<file path="config.mk">
export PLATFORM = sky130hd
export DESIGN_NAME = glitch_sequencer_flat
export DESIGN_NICKNAME = d
export VERILOG_FILES = /design/src/rtl/glitch_sequencer_if.sv /design/src/rtl/glitch_sequencer.sv /design/src/flat_wrapper.sv
export SDC_FILE = /design/constraint.sdc
export NUM_CORES = 2
export LEC_CHECK = 0
export BUFFER_PORTS_ARGS = -buffer_cell sky130_fd_sc_hd__buf_2
export CAP_MARGIN = 0
export CORE_UTILIZATION = 60
export DETAILED_ROUTE_END_ITERATION = 10
export GPL_ROUTABILITY_DRIVEN = 0
export PLACE_DENSITY = 0.73
export SLEW_MARGIN = 25
export SYNTH_ARGS = -nofsm -noshare
export SYNTH_HDL_FRONTEND = slang
export SYNTH_SLANG_ARGS = --single-unit
</file>
<file path="constraint.sdc">
create_clock -name sysclk -period 30.2 [get_ports sysclk]
set_clock_uncertainty 0.1 [all_clocks]
set_input_delay 6.04 -clock sysclk [delete_from_list [all_inputs] [get_ports sysclk]]
set_output_delay 6.04 -clock sysclk [all_outputs]
set_load 0.05 [all_outputs]
</file>
<file path="src/rtl/glitch_sequencer_if.sv">
// Config/trigger/output bundle between the UART command decoder, the glitch
// sequencer and the output mux.
interface glitch_sequencer_if #(
    parameter int CTR_W = 32,
    parameter int N_CH  = 4
);
    logic             i_arm;
    logic             i_trig;
    logic             cfg_we;
    logic [2:0]       cfg_ch;
    logic [2:0]       cfg_sel;
    logic [CTR_W-1:0] cfg_wdata;
    logic [N_CH-1:0]  o_glitch;
    logic [1:0]       o_state;
    logic             o_cfg_err;
    logic             o_timeout;

    modport master (
        output i_arm, i_trig, cfg_we, cfg_ch, cfg_sel, cfg_wdata,
        input  o_glitch, o_state, o_cfg_err, o_timeout
    );

    modport slave (
        input  i_arm, i_trig, cfg_we, cfg_ch, cfg_sel, cfg_wdata,
        output o_glitch, o_state, o_cfg_err, o_timeout
    );
endinterface

</file>
<file path="src/rtl/glitch_sequencer.sv">
// Multi-channel triggered glitch pulse-train generator, one shot per arm.
// Define GLITCH_SEQ_TIMEOUT_EN to compile in the ARMED-state timeout.
module glitch_sequencer #(
    parameter int CTR_W = 32,
    parameter int N_CH  = 4,
    parameter int RPT_W = 16
) (
    input  logic              sysclk,
    input  logic              rst,
    glitch_sequencer_if.slave bus
);

    typedef enum logic [1:0] {
        ST_IDLE    = 2'd0,
        ST_ARMED   = 2'd1,
        ST_RUNNING = 2'd2,
        ST_DONE    = 2'd3
    } state_t;

    typedef enum logic [1:0] {CH_WAIT, CH_FIRE, CH_GAP, CH_FIN} ch_state_t;

    localparam logic [2:0] SEL_DELAY    = 3'd0;
    localparam logic [2:0] SEL_WIDTH    = 3'd1;
    localparam logic [2:0] SEL_RPT      = 3'd2;
    localparam logic [2:0] SEL_GAP      = 3'd3;
    localparam logic [2:0] SEL_EDGE_TGT = 3'd4;
    localparam logic [2:0] SEL_TRIG_CFG = 3'd5;
    localparam logic [2:0] SEL_TIMEOUT  = 3'd6;

    // Configuration registers
    logic [CTR_W-1:0] delay_r [N_CH];
    logic [CTR_W-1:0] width_r [N_CH];
    logic [CTR_W-1:0] gap_r   [N_CH];
    logic [RPT_W-1:0] rpt_r   [N_CH];
    logic [CTR_W-1:0] edge_tgt_r;
    logic             trig_inv_r;
    logic             manual_r;
    logic             cfg_reject;
    logic             cfg_err_q;

    // Sequencing state
    state_t           state, state_nxt;
    logic [CTR_W-1:0] edge_cnt, edge_cnt_nxt;
    logic             trig_s1, trig_s2, trig_q, trig_x, edge_q;
    logic             start;
    logic             all_fin_nxt;
    logic [N_CH-1:0]  glitch;

    ch_state_t        ch_st      [N_CH];
    ch_state_t        ch_st_nxt  [N_CH];
    logic [CTR_W-1:0] ch_cnt     [N_CH];
    logic [CTR_W-1:0] ch_cnt_nxt [N_CH];
    logic [RPT_W-1:0] ch_pcnt    [N_CH];
    logic [RPT_W-1:0] ch_pcnt_nxt[N_CH];

`ifdef GLITCH_SEQ_TIMEOUT_EN
    logic [CTR_W-1:0] timeout_r;
    logic [CTR_W-1:0] tmo_cnt, tmo_cnt_nxt;
    logic             timeout_q, timeout_nxt;
`endif

    assign cfg_reject = (bus.cfg_sel == 3'd7)
                     || ((bus.cfg_sel <= SEL_GAP) && (int'(bus.cfg_ch) >= N_CH))
                     || (state != ST_IDLE);

    // NOTE: these register arrays are reset because software relies on a
    // known all-zero configuration after reset.
    always_ff @(posedge sysclk or posedge rst) begin
        if (rst) begin
            for (int c = 0; c < N_CH; c++) begin
                delay_r[c] <= '0;
                width_r[c] <= '0;
                gap_r[c]   <= '0;
                rpt_r[c]   <= '0;
            end
            edge_tgt_r <= '0;
            trig_inv_r <= 1'b0;
            manual_r   <= 1'b0;
            cfg_err_q  <= 1'b0;
`ifdef GLITCH_SEQ_TIMEOUT_EN
            timeout_r  <= '0;
`endif
        end else begin
            // NOTE: sequential state always uses non-blocking assignments so
            // every register samples pre-edge values.
            cfg_err_q <= bus.cfg_we && cfg_reject;
            if (bus.cfg_we && !cfg_reject) begin
                for (int c = 0; c < N_CH; c++) begin
                    if (int'(bus.cfg_ch) == c) begin
                        case (bus.cfg_sel)
                            SEL_DELAY: delay_r[c] <= bus.cfg_wdata;
                            SEL_WIDTH: width_r[c] <= bus.cfg_wdata;
                            SEL_RPT:   rpt_r[c]   <= bus.cfg_wdata[RPT_W-1:0];
                            SEL_GAP:   gap_r[c]   <= bus.cfg_wdata;
                            default: ;
                        endcase
                    end
                end
                case (bus.cfg_sel)
                    SEL_EDGE_TGT: edge_tgt_r <= bus.cfg_wdata;
                    SEL_TRIG_CFG: begin
                        trig_inv_r <= bus.cfg_wdata[0];
                        manual_r   <= bus.cfg_wdata[1];
                    end
`ifdef GLITCH_SEQ_TIMEOUT_EN
                    SEL_TIMEOUT:  timeout_r <= bus.cfg_wdata;
`else
                    SEL_TIMEOUT: ;
`endif
                    default: ;
                endcase
            end
        end
    end

    // Two-stage synchroniser followed by a registered rising-edge detector
    assign trig_x = trig_s2 ^ trig_inv_r;

    always_ff @(posedge sysclk or posedge rst) begin
        if (rst) begin
            trig_s1 <= 1'b0;
            trig_s2 <= 1'b0;
            trig_q  <= 1'b0;
            edge_q  <= 1'b0;
        end else begin
            trig_s1 <= bus.i_trig;
            trig_s2 <= trig_s1;
            trig_q  <= trig_x;
            edge_q  <= trig_x & ~trig_q;
        end
    end

    assign start = (state == ST_ARMED) && bus.i_arm
                && (manual_r || (edge_q && (edge_cnt == edge_tgt_r)));

    // NOTE: every combinational output gets a default first so no path can
    // leave it unassigned and infer a latch.
    always_comb begin
        state_nxt    = state;
        edge_cnt_nxt = edge_cnt;
`ifdef GLITCH_SEQ_TIMEOUT_EN
        tmo_cnt_nxt  = tmo_cnt;
        timeout_nxt  = 1'b0;
`endif
        if (!bus.i_arm) begin
            state_nxt = ST_IDLE;
        end else begin
            unique case (state)
                ST_IDLE: begin
                    state_nxt    = ST_ARMED;
                    edge_cnt_nxt = '0;
`ifdef GLITCH_SEQ_TIMEOUT_EN
                    tmo_cnt_nxt  = CTR_W'(1);
`endif
                end
                ST_ARMED: begin
                    if (start) begin
                        state_nxt = ST_RUNNING;
                    end else begin
                        if (edge_q) edge_cnt_nxt = edge_cnt + CTR_W'(1);
`ifdef GLITCH_SEQ_TIMEOUT_EN
                        if (timeout_r != '0) begin
                            if (tmo_cnt == timeout_r) begin
                                state_nxt   = ST_DONE;
                                timeout_nxt = 1'b1;
                            end else begin
                                tmo_cnt_nxt = tmo_cnt + CTR_W'(1);
                            end
                        end
`endif
                    end
                end
                ST_RUNNING: if (all_fin_nxt) state_nxt = ST_DONE;
                ST_DONE: ;
            endcase
        end
    end

    // Per-channel pulse-train engines, reloaded when the sequence starts
    always_comb begin
        all_fin_nxt = 1'b1;
        for (int c = 0; c < N_CH; c++) begin
            ch_st_nxt[c]   = ch_st[c];
            ch_cnt_nxt[c]  = ch_cnt[c];
            ch_pcnt_nxt[c] = ch_pcnt[c];
            if (start) begin
                ch_cnt_nxt[c]  = CTR_W'(1);
                ch_pcnt_nxt[c] = '0;
                if (width_r[c] == '0)      ch_st_nxt[c] = CH_FIN;
                else if (delay_r[c] == '0) ch_st_nxt[c] = CH_FIRE;
                else                       ch_st_nxt[c] = CH_WAIT;
            end else if (state == ST_RUNNING) begin
                case (ch_st[c])
                    CH_WAIT: begin
                        if (ch_cnt[c] == delay_r[c]) begin
                            ch_st_nxt[c]  = CH_FIRE;
                            ch_cnt_nxt[c] = CTR_W'(1);
                        end else begin
                            ch_cnt_nxt[c] = ch_cnt[c] + CTR_W'(1);
                        end
                    end
                    CH_FIRE: begin
                        if (ch_cnt[c] == width_r[c]) begin
                            if (ch_pcnt[c] == rpt_r[c]) begin
                                ch_st_nxt[c] = CH_FIN;
                            end else begin
                                ch_st_nxt[c]   = CH_GAP;
                                ch_cnt_nxt[c]  = '0;
                                ch_pcnt_nxt[c] = ch_pcnt[c] + RPT_W'(1);
                            end
                        end else begin
                            ch_cnt_nxt[c] = ch_cnt[c] + CTR_W'(1);
                        end
                    end
                    CH_GAP: begin
                        if (ch_cnt[c] == gap_r[c]) begin
                            ch_st_nxt[c]  = CH_FIRE;
                            ch_cnt_nxt[c] = CTR_W'(1);
                        end else begin
                            ch_cnt_nxt[c] = ch_cnt[c] + CTR_W'(1);
                        end
                    end
                    default: ;
                endcase
            end
            if (ch_st_nxt[c] != CH_FIN) all_fin_nxt = 1'b0;
        end
    end

    always_ff @(posedge sysclk or posedge rst) begin
        if (rst) begin
            state    <= ST_IDLE;
            edge_cnt <= '0;
            for (int c = 0; c < N_CH; c++) begin
                ch_st[c]   <= CH_FIN;
                ch_cnt[c]  <= '0;
                ch_pcnt[c] <= '0;
            end
`ifdef GLITCH_SEQ_TIMEOUT_EN
            tmo_cnt   <= '0;
            timeout_q <= 1'b0;
`endif
        end else begin
            state    <= state_nxt;
            edge_cnt <= edge_cnt_nxt;
            for (int c = 0; c < N_CH; c++) begin
                ch_st[c]   <= ch_st_nxt[c];
                ch_cnt[c]  <= ch_cnt_nxt[c];
                ch_pcnt[c] <= ch_pcnt_nxt[c];
            end
`ifdef GLITCH_SEQ_TIMEOUT_EN
            tmo_cnt   <= tmo_cnt_nxt;
            timeout_q <= timeout_nxt;
`endif
        end
    end

    // Outputs are gated by RUNNING so an abort silences every channel at once
    always_comb begin
        glitch = '0;
        for (int c = 0; c < N_CH; c++) begin
            glitch[c] = (state == ST_RUNNING) && (ch_st[c] == CH_FIRE);
        end
    end

    assign bus.o_glitch  = glitch;
    assign bus.o_state   = state;
    assign bus.o_cfg_err = cfg_err_q;
`ifdef GLITCH_SEQ_TIMEOUT_EN
    assign bus.o_timeout = timeout_q;
`else
    assign bus.o_timeout = 1'b0;
`endif

endmodule

</file>
<file path="src/flat_wrapper.sv">
// flat-port wrapper written by rule: the top's interface ports become plain ports
module glitch_sequencer_flat 
#(
    parameter int CTR_W = 32,
    parameter int N_CH  = 4,
    parameter int RPT_W = 16
)
  (sysclk, rst, bus_i_arm, bus_i_trig, bus_cfg_we, bus_cfg_ch, bus_cfg_sel, bus_cfg_wdata, bus_o_glitch, bus_o_state, bus_o_cfg_err, bus_o_timeout);
  glitch_sequencer_if #(.CTR_W(CTR_W), .N_CH(N_CH)) bus_i ();
  input  logic sysclk;
  input  logic rst;
  input wire logic [$bits(bus_i.i_arm)-1:0] bus_i_arm;
  input wire logic [$bits(bus_i.i_trig)-1:0] bus_i_trig;
  input wire logic [$bits(bus_i.cfg_we)-1:0] bus_cfg_we;
  input wire logic [$bits(bus_i.cfg_ch)-1:0] bus_cfg_ch;
  input wire logic [$bits(bus_i.cfg_sel)-1:0] bus_cfg_sel;
  input wire logic [$bits(bus_i.cfg_wdata)-1:0] bus_cfg_wdata;
  output wire logic [$bits(bus_i.o_glitch)-1:0] bus_o_glitch;
  output wire logic [$bits(bus_i.o_state)-1:0] bus_o_state;
  output wire logic [$bits(bus_i.o_cfg_err)-1:0] bus_o_cfg_err;
  output wire logic [$bits(bus_i.o_timeout)-1:0] bus_o_timeout;
  assign bus_i.i_arm = bus_i_arm;
  assign bus_i.i_trig = bus_i_trig;
  assign bus_i.cfg_we = bus_cfg_we;
  assign bus_i.cfg_ch = bus_cfg_ch;
  assign bus_i.cfg_sel = bus_cfg_sel;
  assign bus_i.cfg_wdata = bus_cfg_wdata;
  assign bus_o_glitch = bus_i.o_glitch;
  assign bus_o_state = bus_i.o_state;
  assign bus_o_cfg_err = bus_i.o_cfg_err;
  assign bus_o_timeout = bus_i.o_timeout;
  glitch_sequencer #(.CTR_W(CTR_W), .N_CH(N_CH), .RPT_W(RPT_W)) u_core (.sysclk(sysclk), .rst(rst), .bus(bus_i));
endmodule
</file>
After elaboration in Yosys (flattened, before gate mapping)

Index checks and enable logic that the tools add are counted.

Bits in registers: 721
Output and inout bits: 8
Logic and storage cells: 272

Bitwise gates (word level): 3
Reduce and logical (&&, ||, !) cells: 72
Equal/unequal tests: 53
$lt $le $gt $ge: 2
Mux-type cells: 95
Add/sub/neg operators: 9

Operators by type and width:

| kind                                                  | count |
|---|---|
| 2-to-1 mux 32 bit                                     | 26 |
| == test 32 bit                                        | 13 |
| case mux 32 bit (3 select lines)                      | 4 |
| 2-to-1 mux 16 bit                                     | 20 |
| zero test 32 bit                                      | 8 |
| adder 32 x 1 -> 32 bit, second input constant         | 5 |
| adder 16 x 1 -> 16 bit, second input constant         | 4 |
| == test 16 bit                                        | 4 |
| case mux 32 bit (2 select lines)                      | 1 |
| AND reduction 3 bit                                   | 21 |
| 2-to-1 mux 2 bit                                      | 27 |
| case mux 2 bit (3 select lines)                       | 5 |
| nonzero test 2 bit                                    | 11 |
| AND reduction 4 bit                                   | 5 |
| inequality test 4 x 3 -> 1 bit, second input constant | 4 |
| nonzero test 4 bit                                    | 4 |
| == test 3 bit, second input constant                  | 5 |
| 2-to-1 mux 1 bit                                      | 12 |
| == test 2 x 1 -> 1 bit, second input constant         | 5 |
| == test 2 bit, second input constant                  | 5 |
| logical AND 1 bit                                     | 10 |
| zero test 2 bit                                       | 5 |
| inequality test 2 x 1 -> 1 bit, second input constant | 5 |
| inequality test 2 bit, second input constant          | 5 |
| 13 further kinds                                      | 20 |

Depth between registers and ports, before layout

Word-level depth: 14
Mapped depth: 14
Gate-level depth less buffers: 10

Worst setup path before layout

Ideal clock, no wire load.

Path type: input to register
Start point: in bus_cfg_sel[1]
End point: reg u_core.delay_r[0] (netlist bit)
Stages: 7
Buffers on the path: 2
Data arrival time: 8.048 ns
Path slack: 21.927 ns
Setup time: 0.125 ns
Path through: clkbuf_1 -> and3_1 -> nor3_1 -> nand3_1 -> nor4_1 -> clkbuf_1 -> mux2_2

Longest elaborated chain between the ends: 7
Elaborated cells between the ends (all ways): 9
Classes of those cells: order compare: 1; eq/ne: 1; reduce/logical: 7

RTL lines:

| item                            | line                   | text |
|---|---|---|
| from (decl)                     | flat_wrapper.sv:16     | `input wire logic [$bits(bus_i.cfg_sel)-1:0] bus_cfg_sel;` |
| <= comparator 3 x 2 -> 1 bit    | glitch_sequencer.sv:63 | `\|\| ((bus.cfg_sel <= SEL_GAP) && (int'(bus.cfg_ch) >= N_CH))` |
| logical AND 1 bit               | glitch_sequencer.sv:63 |  |
| logical OR 1 bit                | glitch_sequencer.sv:63 |  |
| logical OR 1 bit                | glitch_sequencer.sv:64 | `\|\| (state != ST_IDLE);` |
| zero test 1 bit                 | glitch_sequencer.sv:87 | `if (bus.cfg_we && !cfg_reject) begin` |
| logical AND 1 bit               | glitch_sequencer.sv:87 |  |
| AND reduction 3 bit (no line) * | --                     |  |
| to (signal, indexed assignment) | glitch_sequencer.sv:91 | `SEL_DELAY: delay_r[c] <= bus.cfg_wdata;` |
| to (decl)                       | glitch_sequencer.sv:31 | `logic [CTR_W-1:0] delay_r [N_CH];` |

Every way passes the cells marked *; elsewhere a longest branch is shown, timed or not.
A chain may end at the register's enable or synchronous reset.

Worst setup path in the final report

Start point: reg u_core.state[0] (netlist: u_core.bus.o_state[0])
End point: out bus_o_glitch[3]

Longest elaborated chain between the ends: 2

RTL lines:

| item                   | line                    | text |
|---|---|---|
| from (decl)            | glitch_sequencer.sv:42  | `state_t state, state_nxt;` |
| from (signal assigned) | glitch_sequencer.sv:244 | `state <= state_nxt;` |
| == test 2 bit          | glitch_sequencer.sv:262 | `glitch[c] = (state == ST_RUNNING) && (ch_st[c] == CH_FIRE);` |
| logical AND 1 bit      | glitch_sequencer.sv:262 |  |
| to (decl)              | flat_wrapper.sv:18      | `output wire logic [$bits(bus_i.o_glitch)-1:0] bus_o_glitch;` |

No other way between the ends.

==> flow_metrics.env <==
export IMPL_outcome="finished, final reports clean"
export IMPL_place_hpwl_mm=68.6
export IMPL_place_inst=3967
export IMPL_required_ns=24.06
export IMPL_die_w_um=251
export IMPL_cp_slowest_cell="ha_1"
export IMPL_yosys_warnings=0
export IMPL_final_nets=3334
export IMPL_path_clk_slew_ns=0.06
export IMPL_vias=26830
export IMPL_hold_violations=0
export IMPL_cts_buffer_depth=3
export IMPL_power_density_mw_per_mm2=82.7
export IMPL_ys_seq_area_share_pct=48.6
export IMPL_ys_async_sr_fraction_pct=100
export IMPL_via_per_inst=6.54
export IMPL_synth_cell_types=75
export IMPL_max_slew_margin_rel_pct=31.5
export IMPL_cts_hold_buf=0
export IMPL_gr_total_overflow=0
export IMPL_coreArea_mm2=0.0607
export IMPL_max_freq_mhz=114
export IMPL_fin_cells=4102
export IMPL_synth_mux_area_share_pct=14.8
export IMPL_synth_compound_area_share_pct=4.79
export IMPL_die_area_mm2=0.0629
export IMPL_ys_ff_latch=721
export IMPL_synth_top_family_by_area="multiplexers"
export IMPL_drv_slew=0
export IMPL_worstMarginPinSlew_ns=1.03
export IMPL_antenna_left=0
export IMPL_rows=90
export IMPL_cts_buffers=76
export IMPL_grt_pass1_vias=27136
export IMPL_initial_utilization_pct=61.1
export IMPL_path_cells="inv_1, ha_1, and2_1, buf_2"
export IMPL_synth_net_count=3439
export IMPL_tns_ns=0
export IMPL_ioPinCount=51
export IMPL_cts_tree="yes"
export IMPL_htree_levels=3
export IMPL_drt_iter0_markers=2670
export IMPL_min_path_cells=0
export IMPL_finalCriticalPeriod_ns=8.77
export IMPL_firstDrtPassIters=8
export IMPL_syn_cell_area_mm2=0.0371
export IMPL_start_kind="flop"
export IMPL_setup_slack_ns=21.43
export IMPL_clock_sinks=721
export IMPL_placedInstanceArea_mm2=0.0375
export IMPL_area_growth_pct=8.27
export IMPL_totalWireLength_mm=106
export IMPL_ctsResizeCount=0
export IMPL_wl_per_cell_um=25.8
export IMPL_synth_xor_area_share_pct=14.1
export IMPL_dp_slack_ns=20.32
export IMPL_post_synth_cell_area_avg_um2=11.0
export IMPL_reg2reg_depth=10
export IMPL_dieHeight_um=251
export IMPL_yosys_area_share_adder_pct=0.944
export IMPL_rsz0062_at_grt="no"
export IMPL_cp_data_arrival_time_ns=2.63
export IMPL_clk_latency_ns=0.62
export IMPL_grt_pass1_wl_mm=162
export IMPL_leakagePower_uw=0.0188
export IMPL_synthFlopType="dfrtp_1"
export IMPL_finish_instance_area_mm2=0.0402
export IMPL_final_util_pct=66.2
export IMPL_ir_drop_v=0.0000526
export IMPL_grt_max_degree=134
export IMPL_maxCapViolCount=0
export IMPL_post_synth_and_or_nand_nor_area_fraction_pct=13.4
export IMPL_worstHoldPathType="reg2reg"
export IMPL_drive_above_1_share_pct=22.1
export IMPL_endpoint_kind="primary output"
export IMPL_synth_edf_count=0
export IMPL_cp_max_fo=19
export IMPL_post_cts_setup_buffers=0
export IMPL_drc=0
export IMPL_antenna_found_initial=9
export IMPL_final_setup_viol_count=0
export IMPL_max_stage_delay_ns=0.76
export IMPL_io_buffers=49
export IMPL_cts_root_buffer="clkbuf_16"
export IMPL_finalCritPeriodShare_pct=29.0
export IMPL_grt_usage_pct=34.1
export IMPL_crit_type="reg2out"
export IMPL_synth_cells=3368
-- Yosys cell counts, drive strengths merged (46+ instances only) --
cell type	number	area, um^2
nor4	141	910
o21ai	122	611
buf	59	307
a21oi	83	415
and3	46	288
nand3	82	410
nor2	194	731
xor2	282	2470
clkbuf	207	778
mux2	481	5420
dfrtp	713	17800
nand2	137	514
nand4	122	769
inv	50	188
xnor2	310	2750
or3	52	330
-- final timing paths --
| path | from | to | slack, ns |
|---|---|---|---|
| worst max register to register | u_core.edge_cnt[9] | u_core.ch_cnt[106] | 25.82 |
| worst min-delay path | u_core.trig_s1 | u_core.trig_s2 | 0.25 |
| max in group asynchronous | rst | u_core.edge_tgt_r[27] | 21.48 |
| worst max-delay path | u_core.bus.o_state[0] | bus_o_glitch[3] | 21.43 |
| min in group asynchronous | rst | u_core.ch_pcnt[55] | 5.54 |
| worst min register to register | u_core.trig_s1 | u_core.trig_s2 | 0.25 |
-- state kept, by name (all words and copies together), names as in the netlist --
name / flops
u_core.ch_cnt: 128
u_core.delay_r: 128
u_core.gap_r: 128
u_core.width_r: 128
u_core.ch_pcnt: 64
u_core.rpt_r: 64
u_core.edge_cnt: 32
u_core.edge_tgt_r: 32
u_core.ch_st: 8
u_core.bus.o_state: 2
u_core.bus.o_cfg_err: 1
u_core.edge_q: 1
u_core.manual_r: 1
u_core.trig_inv_r: 1
u_core.trig_q: 1
u_core.trig_s1: 1
u_core.trig_s2: 1
-- report_power, final --
part           leakage, uW  internal [uW]  switching, uW  total (uW)
Combinational      0.00781            412            494         905
Clock              0.00128            587            394         981
Sequential         0.00975           1150            284        1440
Total               0.0188           2150           1170        3330
-- per-layer routing --
layer	up-vias	routed length [um]	GRT usage [%]
li1	11510	-	-
met1	13688	42200	46.4
met2	1338	48800	52.8
met3	292	9970	6.90
met4	2	4950	16.0
met5	-	13	0
-- final cells by class --
cell class	instances	area, um^2
Antenna cell	3	7.51
Inverter	50	195
Timing Repair Buffer	83	519
Sequential cell	721	18100
Tap cell	782	978
Clock buffer	107	2240
Multi-Input combinational cell	2331	17800
Clock inverter	25	369
Fill cell	4393	20500
-- worst max-delay path: cells and delay by family, from the launching register on --
| kind | cells | cell delay, ns |
|---|---|---|
| and+or+nand+nor | 1 | 0.36 |
| buffers and inverters | 2 | 0.45 |
| adders and majority gates | 1 | 0.76 |
| DFF | 1 | 0.43 |
-- through the flow --
stage | hold slack, ns | total power, uW
final | 0.249 | 3330
after global routing | 0.269 | 3470
after CTS | 0.249 | 3310
after detailed placement | 0.236 | 2330
after global placement | 0.235 | 2280
after floorplan | 0.231 | 2050
-- kinds of logic after synthesis --
kind of cell | count (synthesis)
buffers and inverters | 316
adder cells (fa/ha/maj) | 28
XOR/XNOR | 592
multiplexers | 488
flip-flops | 721
AO/OA/AOI/OAI | 301
other | 1
AND/OR/NAND/NOR | 921
-- placed cells by master, fill, tap and decap left out, types with 8 or more instances in the layout --
cell type  count
ha_1          28
inv_1         49
buf_4         29
buf_2         49
clkbuf_16     80
or3_1         51
bufinv_16      8
nand4_1      121
a21oi_1       83
nand2_1      137
mux2_2       481
nor2_1       190
nor4_1       136
dfstp_2        8
clkbuf_1      13
o21ai_0      122
dfrtp_1      713
a31oi_1       18
xnor2_1      306
clkinv_2       9
xor2_1       282
clkbuf_8      14
o31ai_1       18
and2_1        16
or3b_2        11
a21o_1        11
nand3_1       82
nand2b_1      22
nor2b_1       20
nor3_1        32
and4_1        15
and3_1        46
Power figures use the tool's default switching activity.
